<file path="src/rtl/gen_linebuf_addr.sv">
// Line-buffer address generator: write/read pixel addresses, one-hot bank rotation,
// line occupancy accounting with sticky overrun/underrun, and per-frame line counting.
module gen_linebuf_addr #(
   parameter int ADDR_W      = 11,
   parameter int LINE_LEN    = 1280,
   parameter int NUM_BANKS   = 2,
   parameter int FRAME_LINES = 1024,
   parameter int LCNT_W      = 11
) (
   input  logic                 clk,
   input  logic                 aclr,
   input  logic                 sof,
   input  logic                 wr_en,
   input  logic                 rd_en,
   output logic [ADDR_W-1:0]    wr_addr,
   output logic [NUM_BANKS-1:0] wr_bank,
   output logic [ADDR_W-1:0]    rd_addr,
   output logic [NUM_BANKS-1:0] rd_bank,
   output logic [2:0]           lines_avail,
   output logic                 line_done,
   output logic                 frame_done,
   output logic [LCNT_W-1:0]    wr_line_cnt,
   output logic                 overrun,
   output logic                 underrun
);

   localparam logic [ADDR_W-1:0]    ADDR_LAST = ADDR_W'(LINE_LEN - 1);
   localparam logic [2:0]           AVAIL_MAX = 3'(NUM_BANKS);
   localparam logic [LCNT_W-1:0]    CNT_LAST  = LCNT_W'(FRAME_LINES - 1);
   localparam logic [NUM_BANKS-1:0] BANK_0    = NUM_BANKS'(1);

   function automatic logic [NUM_BANKS-1:0] rotl(input logic [NUM_BANKS-1:0] b);
      return {b[NUM_BANKS-2:0], b[NUM_BANKS-1]};
   endfunction

   logic       wr_wrap_s;
   logic       rd_ok_s;
   logic       rd_wrap_s;
   logic       ovr_evt_s;
   logic [2:0] avail_next_s;

   // Completion strobes and next occupancy; a full buffer keeps its count on overwrite.
   always_comb begin
      wr_wrap_s    = wr_en && (wr_addr == ADDR_LAST);
      rd_ok_s      = rd_en && (lines_avail != 3'd0);
      rd_wrap_s    = rd_ok_s && (rd_addr == ADDR_LAST);
      ovr_evt_s    = 1'b0;
      avail_next_s = lines_avail;
      if (wr_wrap_s && !rd_wrap_s) begin
         if (lines_avail == AVAIL_MAX) begin
            ovr_evt_s = 1'b1;
         end else begin
            avail_next_s = lines_avail + 3'd1;
         end
      end else if (rd_wrap_s && !wr_wrap_s) begin
         avail_next_s = lines_avail - 3'd1;
      end else begin
         avail_next_s = lines_avail;
      end
   end

   // State registers; sof overrides any enable in the same cycle.
   always_ff @(posedge clk or negedge aclr) begin
      if (!aclr) begin
         wr_addr     <= '0;
         rd_addr     <= '0;
         wr_bank     <= BANK_0;
         rd_bank     <= BANK_0;
         lines_avail <= 3'd0;
         wr_line_cnt <= '0;
         line_done   <= 1'b0;
         frame_done  <= 1'b0;
         overrun     <= 1'b0;
         underrun    <= 1'b0;
      end else if (sof) begin
         wr_addr     <= '0;
         rd_addr     <= '0;
         wr_bank     <= BANK_0;
         rd_bank     <= BANK_0;
         lines_avail <= 3'd0;
         wr_line_cnt <= '0;
         line_done   <= 1'b0;
         frame_done  <= 1'b0;
         overrun     <= 1'b0;
         underrun    <= 1'b0;
      end else begin
         if (wr_wrap_s) begin
            wr_addr <= '0;
            wr_bank <= rotl(wr_bank);
         end else if (wr_en) begin
            wr_addr <= wr_addr + ADDR_W'(1);
         end
         if (rd_wrap_s) begin
            rd_addr <= '0;
            rd_bank <= rotl(rd_bank);
         end else if (rd_ok_s) begin
            rd_addr <= rd_addr + ADDR_W'(1);
         end
         if (wr_wrap_s) begin
            wr_line_cnt <= (wr_line_cnt == CNT_LAST) ? '0 : wr_line_cnt + LCNT_W'(1);
         end
         lines_avail <= avail_next_s;
         line_done   <= wr_wrap_s;
         frame_done  <= wr_wrap_s && (wr_line_cnt == CNT_LAST);
         overrun     <= overrun | ovr_evt_s;
         underrun    <= underrun | (rd_en && (lines_avail == 3'd0));
      end
   end

endmodule

</file>
<file path="config.mk">
export PLATFORM = sky130hd
export DESIGN_NAME = gen_linebuf_addr
export DESIGN_NICKNAME = d
export VERILOG_FILES = /design/src/rtl/gen_linebuf_addr.sv
export SDC_FILE = /design/constraint.sdc
export NUM_CORES = 1
export LEC_CHECK = 0
export BUFFER_PORTS_ARGS = -buffer_cell sky130_fd_sc_hd__buf_4
export CAP_MARGIN = 20
export CORE_ASPECT_RATIO = 1.75
export CORE_UTILIZATION = 40
export CTS_BUF_LIST = sky130_fd_sc_hd__clkbuf_8
export DETAILED_ROUTE_END_ITERATION = 10
export PLACE_DENSITY = 0.64
export SLEW_MARGIN = 20
export SYNTH_ARGS = -nofsm -noshare
export SYNTH_HDL_FRONTEND = slang
export SYNTH_SLANG_ARGS = --single-unit
</file>
<file path="constraint.sdc">
create_clock -name clk -period 6.7 [get_ports clk]
set_input_delay 0.335 -clock clk [delete_from_list [all_inputs] [get_ports clk]]
set_output_delay 0.335 -clock clk [all_outputs]
set_load 0.05 [all_outputs]
</file>
## Word level (Yosys, flattened, before mapping)

Cells that the tools add are included.

| operators by class | value |
|---|---|
| add/sub/neg operators | 5 |
| equal/unequal tests | 5 |
| mux-type cells | 23 |
| bitwise gates (word level) | 2 |
| reduce and logical (&&, ||, !) cells | 17 |

Operators with widths:

| kind | number |
|---|---|
| $mux W11 | 9 |
| $add A11 B1 Y11 const B | 3 |
| $eq A11 B11 Y1 const B | 2 |
| $mux W3 | 4 |
| $reduce_bool A3 Y1 | 4 |
| $eq A11 B10 Y1 const B | 1 |
| $mux W2 | 4 |
| $logic_and A1 B1 Y1 | 7 |
| $mux W1 | 6 |
| $reduce_bool A2 Y1 | 2 |
| $add A3 B1 Y3 const B | 1 |
| $eq A3 B2 Y1 const B | 1 |
| $logic_not A3 Y1 | 1 |
| $ne A3 B3 Y1 const B | 1 |
| $sub A3 B1 Y3 const B | 1 |
| $logic_not A1 Y1 | 2 |
| $or A1 B1 Y1 | 2 |
| $reduce_and A2 Y1 | 1 |

| storage, ports and cells | value |
|---|---|
| register bits | 44 |
| input port bits | 5 |
| output and inout bits | 44 |
| word-level logic and storage cells | 62 |

## Logic depth before layout (Yosys ltp)

Gate-level depths: netlist (run 1).

| logic depth | value |
|---|---|
| word-level depth | 8 |
| depth in mapped cells | 10 |
| depth with buffers taken out | 9 |

## Worst setup path before layout (run 1)

Ideal clock, no wire load.

| path | value |
|---|---|
| kind | reg-to-reg |
| start | reg rd_addr[0] |
| end | reg lines_avail[2] |
| data arrival time | 2.684 ns |
| required time | 6.618 ns |
| slack | 3.934 ns |
| cell stages (with the launch flop) | 8 |
| buffers on the path | 0 |
| period minus slack after synthesis | 2.766 ns |
| cell sequence | dfrtp_1 ha_1 nand3_1 nor4_4 nor2_1 fa_1 or4b_1 a31oi_1 |

| between the ends | value |
|---|---|
| longest elaborated chain between the ends | 6 |
| elaborated cells on any way between the ends | 10 |
| classes of those cells | eq/ne: 2; mux: 2; reduce/logical: 6 |

Ends and longest elaborated chain:

| item | line | source |
|---|---|---|
| from (decl) | 17 | `output logic [ADDR_W-1:0] rd_addr,` |
| from (signal assigned) | 97 | `rd_addr <= rd_addr + ADDR_W'(1);` |
| $eq A11 B11 Y1 (*) | 46 | `rd_wrap_s = rd_ok_s && (rd_addr == ADDR_LAST);` |
| $logic_and A1 B1 Y1 (*) | 46 |  |
| $logic_not A1 Y1 | 49 | `if (wr_wrap_s && !rd_wrap_s) begin` |
| $logic_and A1 B1 Y1 | 49 |  |
| $ne A3 B3 Y1 (no line) (tied with other cells) | - |  |
| $reduce_and A2 Y1 (no line) / $mux W3 (equally long branches) | - |  |
| to (signal assigned) | 102 | `lines_avail <= avail_next_s;` |
| to (decl) | 19 | `output logic [2:0] lines_avail,` |

Mark *: on every way between the ends. The rest lies on a longest branch, timed or not.
A chain may end at the register's enable or synchronous reset.

## Final worst setup path (run 1)

| path | value |
|---|---|
| start | reg rd_addr[8] |
| end | reg lines_avail[2] |

Same word-level chain as after synthesis.

==> results of run 1 <==
==> cell usage after synthesis (all sizes together), types with 3 or more instances <==
cell	n	share of area, %
nor3	12	3.4
dfrtp	42	46
a31oi	6	1.7
nand4	12	3.3
nand2	14	2.3
a21oi	11	2.4
ha	3	1.7
mux2i	3	1.3
and3	4	1.1
xnor2	6	2.3
nor2	30	5.0
or3	4	1.1
nand3	7	1.5
a22o	3	1.2
o21ai	10	2.2
clkbuf	4	0.66
or3b	3	1.3
inv	3	0.50
nand2b	4	1.1
buf	5	1.3
xor2	13	5.0
nor2b	5	1.4
==> power breakdown <==
group          internal, mW  leakage (nW)  switching, mW  total, mW
clock network         0.112        0.0583         0.0982      0.211
logic               0.00621         0.615         0.0185     0.0247
registers             0.267         0.605        0.00163      0.268
total                 0.385          1.28          0.118      0.504
==> worst reg2reg max path, cell delays in order, from the launching register on <==
cell     delay (ns)
dfrtp_1        0.45
or3b_1         0.43
nor4_4         0.70
nor2_1         0.19
fa_1           0.46
or4b_1         0.51
a31oi_1        0.18
==> flip-flops by register name, indices dropped and copies added, names as in the netlist <==
register / flops
lines_avail: 3
wr_addr: 11
underrun: 1
line_done: 1
frame_done: 1
overrun: 1
rd_bank: 2
wr_line_cnt: 11
rd_addr: 11
wr_bank: 2
==> layer usage <==
layer	part of all wire [%]	vias up
li1	-	905
met1	44	894
met2	50	58
met3	3.8	9
met4	1.8	0
met5	0	-
==> kinds of logic (layout without fill, tap and decap cells) <==
family                   Yosys count  count (layout)
AND/OR/NAND/NOR                  106             106
buffers and inverters             12              59
XOR/XNOR                          19              19
flip-flops                        44              44
multiplexers                       5               5
AO/OA/AOI/OAI                     38              38
adder cells (fa/ha/maj)            4               4
==> final cells by class <==
type / count / area share (%)
clock buffers: 5 / 2.47
clock inverters: 3 / 1.70
inverters: 3 / 0.404
multi-input cells: 172 / 39.6
flip-flops and latches: 44 / 39.6
well taps: 74 / 3.32
repair buffers: 48 / 12.9
==> final timing paths <==
kind / depth (start not counted) / endpoint / slack [ns] / start
hold reg to reg: 2 / underrun$_DFF_PN0_ / 0.51 / underrun$_DFF_PN0_
setup reg to reg: 6 / lines_avail[2]$_DFFE_PN0P_ / 3.70 / rd_addr[8]$_DFFE_PN0P_
hold / removal: 1 / lines_avail[0]$_DFFE_PN0P_ / 0.02 / aclr
max in group asynchronous: 1 / rd_bank[0]$_DFFE_PN1P_ / 6.29 / aclr
setup / recovery: 6 / lines_avail[2]$_DFFE_PN0P_ / 3.70 / rd_addr[8]$_DFFE_PN0P_
min in group clk: 3 / underrun$_DFF_PN0_ / 0.32 / rd_en
==> flow_summary.ini, run 1 <==
[synth]
yosys.area_share.simple_pct = 26.0
syn-num-nets = 237
ys_ff_latch = 44
synth_edf_count = 0
synth_mux_area_share_pct = 2.32
synth_flop_cell = dfrtp_1
synth_compound_area_share_pct = 10.6
netlist_area_um2 = 2270
syn_area_per_cell_um2 = 9.94
synthAdderAreaFrac_pct = 2.54
synth_top_family_by_area = simple AND/OR/NAND/NOR gates
async_flop_share_pct = 100
synthXorXnorAreaFrac_pct = 7.34
synth_cell_types = 48
yosysWarnings = 0
yosysSeqAreaShare_pct = 48.7
synthCells = 228

[die]
ios = 49
start_util_pct = 42.4
die_h_um = 102
dieWidth_um = 58.9
coreArea_um2 = 5340
die_area_um2 = 5980
rows = 35

[placed_design]
placed_area_um2 = 2670
hpwl_mm = 3.43
port_buffers = 48
place_congestion = 0.787
place_ws_ns = 3.71
dp.cells = 341

[flow_run]
drv_cap = 0

[cts]
htree_levels = 2
clockBufferDepth = 2
numClockSinks = 44
cts_setup_buffers = 0
cts-root-buf = clkbuf_8
clkLatencyLatePin_ns = 0.30
ctsHoldBuffers = 0
postCtsResizedCells = 0
cts_tree = yes
cts_buffers = 5
clk_pin_slew_ns = 0.09

[cells_and_area]
multi_input_area_um2 = 1110
finalNetCount = 283
final-seq-area_um2 = 1100
final_util_pct = 52.2
fillers = 519
finalNonFillerCells = 349
antennaDiodeCount = 0
final_layout_size_suffix_gt1_share_pct = 24.4
final_cell_mix = buf_4, dfrtp_1, nor2_1, nand2_1, xor2_1
final_common_cell = buf_4
area_growth_pct = 23.1
design_area_um2 = 2790

[timing]
max_freq_ghz = 0.333
finalSetupViolations = 0
worst_pin_slew_ns = 0.807
holdWs_ns = 0.0212
finalHoldViolCount = 0
min_period_over_period_pct = 44.8
period_minus_slack_ns = 3.00
rsz0062_at_grt = no
tns_ns = 0
slew_violations = 0
fin_worst_skew_ns = 0.00989
slew_headroom_pct = 45.8
finalWorstSetupSlack_ns = 3.70

[global_route]
antenna_found_initial = 0
grt_usage_pct = 17.8
overflow = 0
grtUsageMet2_pct = 30.0
grt_max_degree = 45
first_global_vias = 1741
busiest_layer = met2
use_met3_pct = 2.55
grt_use_met1_pct = 22.9
grt_pass1_wl_mm = 8.22

[detailed_routing]
routed_wirelength_mm = 4.87
drt_iter0_drc = 95
routed-via-count = 1866
vias_per_cell = 5.35
drcViolationCount = 0
routedWlPerCell_um = 14.0
drtAntennaViolNets = 0
firstDrtPassIters = 4

[power_and_ir_drop]
total_power_mw = 0.504
ir_worst_vdd_mv = 0.115
power_density_nw_per_um2 = 181
p_leak_nw = 1.28

[critical_path]
worst_setup_path_start_kind = register
cp.required_ns = 6.92
slowest_stage = nor4_4
worst_ep_arrival_time_ns = 3.22
crit_type = register to register
max_stage_delay_ns = 0.70
path_buf_inv = 0
worstPathCellList = or3b_1 > nor4_4 > nor2_1 > fa_1 > or4b_1 > a31oi_1
critPathCaptureType = register
path_delay_family = simple AND/OR/NAND/NOR gates
critPathMaxFanout = 16

[status]
outcome = finished clean

[hold_path]
hp-class = input port to async pin
Note: power is estimated with default switching activity, not from simulation.
==> run 2: changes to the inputs <==
==> constraint.sdc (replaced) <==
create_clock -name clk -period 3 [get_ports clk]
set_input_delay 0.15 -clock clk [delete_from_list [all_inputs] [get_ports clk]]
set_output_delay 0.15 -clock clk [all_outputs]
set_load 0.05 [all_outputs]
==> run 2 against run 1 <==
Total power is 100% higher. Register-to-register slack worse by 3.1 ns. Setup slack worse by 3.1 ns. Clock skew is 0.00089 ns lower. Global-route usage hardly changed. Non-clock buffer count is 3 higher. Critical endpoint unchanged. Largest power group unchanged.
==> flow_summary.ini, run 2 (synthesis results as in run 1) <==
[status]
outcome = finished clean

[detailed_routing]
drt_iter0_drc = 68
routed-via-count = 1840
dr_wl_met2_mm = 2.44
wl_met1_mm = 2.14
firstDrtPassIters = 4
drtAntennaViolNets = 0
routed_wirelength_mm = 4.88
highest_layer = met4
routedWlPerCell_um = 13.9
drcViolationCount = 0
wl_met3_um = 184
vias_per_cell = 5.23

[cells_and_area]
design_area_um2 = 2790
final_util_pct = 52.2
antennaDiodeCount = 0
top_regs = rd_addr (11), wr_addr (11), wr_line_cnt (11)
final_layout_size_suffix_gt1_share_pct = 24.1
finalNetCount = 286
finalNonFillerCells = 352
final_common_cell = buf_4
final_cell_mix = buf_4, dfrtp_1, nor2_1, nand2_1, xor2_1
area_growth_pct = 23.1

[placed_design]
placed_area_um2 = 2690
place_congestion = 0.798
port_buffers = 48
dp.cells = 343
hpwl_mm = 3.44

[flow_run]
drv_cap = 0

[die]
start_util_pct = 42.4
ios = 49
die_h_um = 102
coreArea_um2 = 5340
die_area_um2 = 5980
dieWidth_um = 58.9
rows = 35

[critical_path]
crit_type = register to register
worst_setup_path_start_kind = register
worst_ep_arrival_time_ns = 2.63
critPathMaxFanout = 6
critPathCaptureType = register
cp.required_ns = 3.22

[timing]
slew_headroom_pct = 47.1
rsz0062_at_grt = no
slew_violations = 0
fin_worst_skew_ns = 0.00900
min_period_over_period_pct = 80.3
max_freq_ghz = 0.415
worst_pin_slew_ns = 0.789
finalHoldViolCount = 0
period_minus_slack_ns = 2.41
tns_ns = 0
finalSetupViolations = 0

[cts]
clk_pin_slew_ns = 0.08
clkLatencyLatePin_ns = 0.29
cts_setup_buffers = 0
cts_buffers = 5
numClockSinks = 44
htree_levels = 2
cts_tree = yes
cts-root-buf = clkbuf_8
clockBufferDepth = 2

[power_and_ir_drop]
ir_worst_vdd_mv = 0.321
power_density_nw_per_um2 = 369
p_leak_nw = 1.29

[global_route]
overflow = 0
first_global_vias = 1749
antenna_found_initial = 0
grt_usage_pct = 17.8
grt_pass1_wl_mm = 8.09
grt_max_degree = 45

[hold_path]
hp-class = input port to register
run 2: cell count changes in the layout (fill, tap and decap cells not counted):
cell / previous run / this run
clkbuf_8: 5 / 6
clkinv_4: 2 / 0
buf_4: 48 / 50
inv_1: 3 / 5
dlygate4sd3_1: 0 / 1
bufinv_16: 1 / 0
run 2: path summary, 6_finish.rpt:
kind | start | endpoint | slack, ns | depth (start not counted)
max | rd_addr[8]$_DFFE_PN0P_ | lines_avail[2]$_DFFE_PN0P_ | 0.59 | 6
min in group asynchronous | aclr | lines_avail[1]$_DFFE_PN0P_ | 0.38 | 2
min reg2reg | underrun$_DFF_PN0_ | underrun$_DFF_PN0_ | 0.50 | 2
min | rd_en | underrun$_DFF_PN0_ | 0.13 | 3
max in group asynchronous | aclr | rd_bank[0]$_DFFE_PN1P_ | 2.23 | 2
max reg2reg | rd_addr[8]$_DFFE_PN0P_ | lines_avail[2]$_DFFE_PN0P_ | 0.59 | 6
run 2: repair_timing:
| item | CTS | global route |
|---|---|---|
| hold buffers | 1 | 0 |
| hold endpoints to repair | 42 | 0 |
| gates resized for setup | 0 | 0 |
| setup endpoints to repair | 0 | 0 |
run 2: through the flow:
stage	power, mW	setup slack [ns]	hold WS (ns)
after floorplan	0.642	0.234	-0.146
after detailed placement	0.668	0.580	0.186
final	1.03	0.590	0.131
after CTS	1.05	0.560	0.126
after global routing	1.08	0.461	0.139
after global placement	0.668	0.637	0.190
run 2: layout make-up:
| cell class | instances | area (um^2) |
|---|---|---|
| Clock buffer | 6 | 82.6 |
| Fill cell | 532 | 2550 |
| Tap cell | 74 | 92.6 |
| Multi-Input combinational cell | 172 | 1110 |
| Clock inverter | 2 | 7.51 |
| Timing Repair Buffer | 51 | 385 |
| Inverter | 3 | 11.3 |
| Sequential cell | 44 | 1100 |
run 2: critical path: stages (launching register included):
cell and delay (ns):
dfrtp_1 0.44, or3b_1 0.44, nor4_4 0.26, nor2_1 0.12, fa_1 0.42, or4b_1 0.51
a31oi_1 0.16
run 2: where the power goes:
part	leakage (nW)	total, mW	switching [mW]	internal [mW]
registers	0.605	0.599	0.00356	0.596
logic	0.629	0.0562	0.0415	0.0147
clock network	0.0538	0.373	0.192	0.181
total	1.29	1.03	0.237	0.792
run 2: layer usage:
metal	GRT usage (%)	vias up
li1	-	905
met1	21.4	881
met2	29.7	44
met3	3.83	10
met4	8.79	0
met5	0	-
